==> src/rtl/bcd_alu_pkg.sv <==
// Shared types and constants for the sequential decimal ADC/SBC unit.
// Optional digit checking is enabled with the BCD_DIGIT_CHECK_EN macro.
package bcd_alu_pkg;

  localparam logic [1:0] S_IDLE = 2'd0;
  localparam logic [1:0] S_LO   = 2'd1;
  localparam logic [1:0] S_HI   = 2'd2;
  localparam logic [1:0] S_FLG  = 2'd3;

  localparam logic [3:0] BCD_ADJ = 4'd6;
  localparam logic [3:0] BCD_MAX = 4'd9;

  typedef enum logic [1:0] {
    ST_IDLE = S_IDLE,
    ST_LO   = S_LO,
    ST_HI   = S_HI,
    ST_FLG  = S_FLG
  } state_t;

  // Result plus the flags that cannot be derived from the result alone
  typedef struct packed {
    logic [7:0] result;
    logic       c;
    logic       v;
  } flags_t;

  function automatic logic is_bcd_byte(input logic [7:0] v);
    return (v[7:4] <= BCD_MAX) && (v[3:0] <= BCD_MAX);
  endfunction

endpackage

==> src/rtl/bcd_nibble_adj.sv <==
// One decimal digit of add/subtract with decimal adjust; cin/cout mean
// "carry" for add and "no borrow" for subtract.
module bcd_nibble_adj
  import bcd_alu_pkg::*;
(
  input  logic [3:0] x,
  input  logic [3:0] y,
  input  logic       cin,
  input  logic       sub,
  output logic [3:0] digit,
  output logic       cout,
  output logic       raw_msb
);

  logic [5:0] raw;
  logic [5:0] adj;

  // Six bits hold both the widest sum (31+6) and the most negative difference
  always_comb begin
    raw = sub ? ({2'b00, x} - {2'b00, y} - {5'b00000, ~cin})
              : ({2'b00, x} + {2'b00, y} + {5'b00000, cin});
    adj  = raw;
    cout = 1'b0;
    if (sub) begin
      if (raw[5]) adj = raw - {2'b00, BCD_ADJ};
      cout = ~raw[5];
    end else begin
      if (raw > {2'b00, BCD_MAX}) adj = raw + {2'b00, BCD_ADJ};
      cout = (adj > 6'd15);
    end
    raw_msb = raw[3];
    digit   = adj[3:0];
  end

endmodule

==> src/rtl/bcd_alu_seq.sv <==
// Multi-cycle packed-BCD ADC/SBC, one nibble per cycle through a shared adjuster.
// Define BCD_DIGIT_CHECK_EN to add the bcd_err output.
module bcd_alu_seq
  import bcd_alu_pkg::*;
#(
  parameter int LAT_FLAGS = 0
)
(
  input  logic       clk,
  input  logic       reset,
  input  logic       start,
  input  logic       op_sub,
  input  logic [7:0] a,
  input  logic [7:0] b,
  input  logic       c_in,
  output logic       busy,
  output logic       done,
  output logic [7:0] result,
  output logic       c_out,
  output logic       n_out,
  output logic       v_out,
  output logic       z_out
`ifdef BCD_DIGIT_CHECK_EN
  ,
  output logic       bcd_err
`endif
);

  state_t     state;
  logic [7:0] a_q, b_q;
  logic       sub_q, cy_q;
  logic [3:0] lo_q;
  flags_t     stage_q, hi_flags, fin;
  logic [3:0] nx, ny, digit;
  logic       cout, raw_msb, hi_sel, finish;

  assign hi_sel = (state == ST_HI);
  assign nx     = hi_sel ? a_q[7:4] : a_q[3:0];
  assign ny     = hi_sel ? b_q[7:4] : b_q[3:0];

  bcd_nibble_adj u_adj (
    .x       (nx),
    .y       (ny),
    .cin     (cy_q),
    .sub     (sub_q),
    .digit   (digit),
    .cout    (cout),
    .raw_msb (raw_msb)
  );

  // Overflow uses the pre-adjust bit 7, matching the 65C02 decimal quirk
  always_comb begin
    hi_flags.result = {digit, lo_q};
    hi_flags.c      = cout;
    hi_flags.v      = sub_q ? ((a_q[7] ^ raw_msb) &  (a_q[7] ^ b_q[7]))
                            : ((a_q[7] ^ raw_msb) & ~(a_q[7] ^ b_q[7]));
  end

  assign fin    = (state == ST_FLG) ? stage_q : hi_flags;
  assign finish = (state == ST_FLG) || (hi_sel && (LAT_FLAGS == 0));

  always_ff @(posedge clk or posedge reset) begin
    if (reset) begin
      state   <= ST_IDLE;
      busy    <= 1'b0;
      done    <= 1'b0;
      result  <= 8'h00;
      c_out   <= 1'b0;
      n_out   <= 1'b0;
      v_out   <= 1'b0;
      z_out   <= 1'b0;
      a_q     <= 8'h00;
      b_q     <= 8'h00;
      sub_q   <= 1'b0;
      cy_q    <= 1'b0;
      lo_q    <= 4'h0;
      stage_q <= '0;
    end else begin
      done <= finish;
      if (finish) begin
        result <= fin.result;
        c_out  <= fin.c;
        v_out  <= fin.v;
        n_out  <= fin.result[7];
        z_out  <= (fin.result == 8'h00);
        busy   <= 1'b0;
        state  <= ST_IDLE;
      end else begin
        case (state)
          ST_IDLE: begin
            if (start) begin
              a_q   <= a;
              b_q   <= b;
              sub_q <= op_sub;
              cy_q  <= c_in;
              busy  <= 1'b1;
              state <= ST_LO;
            end
          end
          ST_LO: begin
            lo_q  <= digit;
            cy_q  <= cout;
            state <= ST_HI;
          end
          ST_HI: begin
            stage_q <= hi_flags;
            state   <= ST_FLG;
          end
          default: state <= ST_IDLE;
        endcase
      end
    end
  end

`ifdef BCD_DIGIT_CHECK_EN
  logic err_q;

  // Digit legality is captured at accept and published alongside done
  always_ff @(posedge clk or posedge reset) begin
    if (reset) begin
      err_q   <= 1'b0;
      bcd_err <= 1'b0;
    end else begin
      if (state == ST_IDLE && start)
        err_q <= !(is_bcd_byte(a) && is_bcd_byte(b));
      if (finish)
        bcd_err <= err_q;
    end
  end
`endif

endmodule

==> config.mk <==
export PLATFORM = sky130hd
export DESIGN_NAME = bcd_alu_seq
export DESIGN_NICKNAME = d
export VERILOG_FILES = /design/src/rtl/bcd_alu_pkg.sv /design/src/rtl/bcd_nibble_adj.sv /design/src/rtl/bcd_alu_seq.sv
export SDC_FILE = /design/constraint.sdc
export NUM_CORES = 1
export LEC_CHECK = 0
export ABC_AREA = 1
export BUFFER_PORTS_ARGS = -buffer_cell sky130_fd_sc_hd__buf_4
export CAP_MARGIN = 25
export CORE_ASPECT_RATIO = 1.75
export CORE_MARGIN = 1.5
export CORE_UTILIZATION = 54
export CTS_BUF_LIST = sky130_fd_sc_hd__clkbuf_16
export DETAILED_ROUTE_END_ITERATION = 10
export GPL_TIMING_DRIVEN = 1
export PLACE_DENSITY = 0.81
export SLEW_MARGIN = 10
export SYNTH_ARGS = -nofsm -noshare
export SYNTH_HDL_FRONTEND = slang
export SYNTH_SLANG_ARGS = --single-unit
==> constraint.sdc <==
create_clock -name clk -period 4.45 [get_ports clk]
set_input_delay 0 -clock clk [delete_from_list [all_inputs] [get_ports clk]]
set_output_delay 0 -clock clk [all_outputs]
set_load 0.05 [all_outputs]
==> impl_metrics.csv <==
group,metric,value,unit
status,outcome,"complete, no violations",
floorplanning,die_h,99.1,µm
worst_hold_path,hold_end,"cy_q",
placement,preCtsSetupSlack,0.473,ns
clock_network,root_buffer,"clkbuf_16",
setup_path,required,4.67,ns
setup_path,path_buf_inv,6,
pwr,power_density,743,nW/µm²
floorplanning,ios,35,
clock_network,worstSkewPairLatency,0.28,ns
grt,grt_pass1_wl,11200,µm
setup_path,crit_family,"adder cells",
cells_and_area,antennaDiodeCount,0,
timing,worst_clock_skew,0.00472,ns
setup_path,crit_chain,"inv_1, nor2_1, inv_1, o21ai_0, inv_1, fa_1, inv_1, ha_1, inv_1, nor2_4, nor2_2, o21ai_4, ha_1, o21ai_0, inv_1, nand3_2, nand2_1, nor2_1, nand3_1, nand2_1",
yosys,netlist_instances,369,
cells_and_area,fillers,400,
route,drt_drc_violations_left,0,
clock_network,post-cts-setup-buffers,0,
setup_path,cp-start-kind,"flop",
yosys,synth_flop_cell,"dfrtp_1",
worst_hold_path,hp-start,"c_in",
floorplanning,core_area,5020,µm²
grt,gr-usage-all-layers,25.0,%
timing,rsz0062_at_grt,"false",
setup_path,critPathCaptureType,"flop",
route,via_count,2457,
yosys,yosysWarnings,0,
setup_path,reg2reg_depth,20,
timing,fin_setup_tns,0,ns
setup_path,cp_max_fo,15,
timing,period_needed,4.05,ns
grt,first_global_vias,2492,
yosys,ys_types,34,
clock_network,cts_tree,"done",
clock_network,clock-sinks,47,
timing,tightest_slew,0.673,ns
floorplanning,die_w,57.9,µm
worst_hold_path,min_path_cells,3,
timing,min_period_over_period,91.1,%
placement,gp_congestion,0.854,
timing,setup_viol,0,
cells_and_area,drive_gt1_share,18.8,%
clock_network,clk_pin_slew,0.06,ns
cells_and_area,final_util,68.2,%
setup_path,cp-startpoint,"state[1]",
clock_network,clk_path_buf_depth,2,
timing,holdWs,0.0264,ns
clock_network,htreeDepth,2,
worst_hold_path,min_path_type,"in -> reg",
placement,portBuffers,34,
route,wire_per_inst,13.7,µm
timing,hold_violations,0,
route,antenna_left,0,
setup_path,worstReg2RegStart,"state[1]",
cells_and_area,nets,447,
pwr,ir_worst_vdd,0.000485,V
timing,slew_violations,0,
yosys,synth_area,2850,µm²
setup_path,r2r_end,"z_out",
placement,dpl.hpwl,4430,µm
grt,overflow,0,
yosys,synth_largest_area_cell,"dfrtp_1",
flow_run,drv_cap,0,
route,dr.pass1.iters,4,
timing,slew_headroom,55.1,%
yosys,synthTopCellsByArea,"dfrtp_1 (41%), nand2_1 (15%), ha_1 (6.6%)",
setup_path,critPathSlowestCell,"fa_1",
timing,fin_ws,0.397,ns
yosys,async_flop_share,100,%
setup_path,cpPeakStageDelay,0.55,ns
route,routed_via_density,5.30,
yosys,synth_seq_area_share,41.3,%
setup_path,cp.arrival,4.27,ns
clock_network,cts_buffers,5,
yosys,avgSynthCellArea,7.72,µm²
timing,fmax,0.247,GHz
floorplanning,rows,34,
pwr,power.leakage,1.81,nW
cells_and_area,syn_to_final_growth,20.1,%
floorplanning,start_util,56.8,%
grt,grt_max_degree,48,
grt,antenna_found_initial,0,
setup_path,ff2ff_setup_slack,0.40,ns
setup_path,critPathKind,"reg -> reg",
yosys,synth_edf_count,0,
route,drt_wl_total,6340,µm
yosys,ys_ff_latch,47,
route,drt_iter0_markers,69,
floorplanning,fp.dieArea,5740,µm²
yosys,synth_nets,407,
setup_path,crit_top_cell,"inv_1",
yosys,synth_top_cell_area_share,41.3,%
==> per-layer routing <==
layer / part of all wire [%] / vias to the layer above / track usage (%) / routed length [µm]
met4: 2.6 / 0 / 10.0 / 165
met1: 40 / 1153 / 31.5 / 2560
li1: - / 1230 / - / -
met2: 54 / 60 / 43.0 / 3430
met5: 0 / - / 0 / 0
met3: 3.0 / 14 / 2.62 / 190
==> cells in the mapped netlist (4+ instances only) <==
cell type,n
nand2_1,117
dfrtp_1,47
inv_1,41
o21ai_0,24
nand3_1,22
nor2_1,20
clkbuf_1,15
ha_1,15
nand2_2,7
nor2_2,7
nand3_2,6
a31oi_1,5
nand4_1,5
inv_2,4
o21ai_1,4
==> through the flow <==
stage | std cells | instance area (µm²) | power (mW)
floorplan | 369 | 2850 | 1.84
global placement | 437 | 3080 | 2.13
global route | 464 | 3420 | 2.78
detailed placement | 437 | 3080 | 2.15
finish | 464 | 3420 | 2.54
CTS | 463 | 3400 | 2.54
==> worst max path at each step <==
stage,depth (start not counted),slack [ns],end
final,20,0.40,z_out
after global routing,20,0.02,z_out
after CTS,22,0.41,cy_q
after detailed placement,17,0.47,cy_q
after global placement,17,0.65,cy_q
after floorplan,17,0.99,cy_q
==> report_power, final <==
group	internal, mW	switching (mW)
registers	0.536	0.0704
clock network	0.205	0.151
logic	0.545	1.04
==> worst min-delay path: stages <==
cell	delay [ns]
buf_4	0.08
a21oi_1	0.06
a21boi_1	0.13
==> timing repair <==
action / CTS / global route
hold endpoints to repair: 64 / 0
hold buffers: 18 / 0
resized for setup: 0 / 1
endpoints found under the setup margin: 0 / 1
==> layout make-up <==
class                      count  area [µm²]  share of cell area (%)
clock buffer                   5         125                    3.66
inverter                      45         169                    4.94
tap                           54        67.6                    1.97
sequential                    47        1180                    34.4
timing repair buffer          54         463                    13.5
clock inverter                 3        16.3                   0.475
multi-input combinational    256        1410                    41.1
==> kinds of logic (layout without fill, tap and decap cells) <==
| kind of cell | count (synthesis) | count (layout) | share of synthesized area (%) |
|---|---|---|---|
| XOR/XNOR | 5 | 5 | 1.54 |
| AO/OA/AOI/OAI | 42 | 42 | 8.74 |
| buffers and inverters | 66 | 107 | 9.40 |
| flip-flops | 47 | 47 | 41.3 |
| multiplexers | 1 | 1 | 0.351 |
| adder cells (fa/ha/maj) | 17 | 17 | 7.99 |
| AND/OR/NAND/NOR | 191 | 191 | 30.7 |
==> cell usage in the layout, fill, tap and decap left out, types with 5 or more instances in the layout <==
master / count
ha_1: 15
nand4_1: 5
a31oi_1: 5
o21ai_1: 5
buf_4: 35
o21ai_0: 23
inv_2: 5
nor2_2: 7
nor2_1: 20
nand2_1: 117
nand2_2: 7
dfrtp_1: 47
clkbuf_16: 5
inv_1: 41
nand3_2: 6
nand3_1: 22
dlygate4sd3_1: 18
==> registers in the layout, indices dropped and copies added (netlist names) <==
name     flops
c_out        1
state        2
z_out        1
result       8
cy_q         1
b_q          8
v_out        1
done         1
stage_q     10
busy         1
sub_q        1
a_q          8
lo_q         4
No activity file was read; power rests on OpenSTA's default activity.
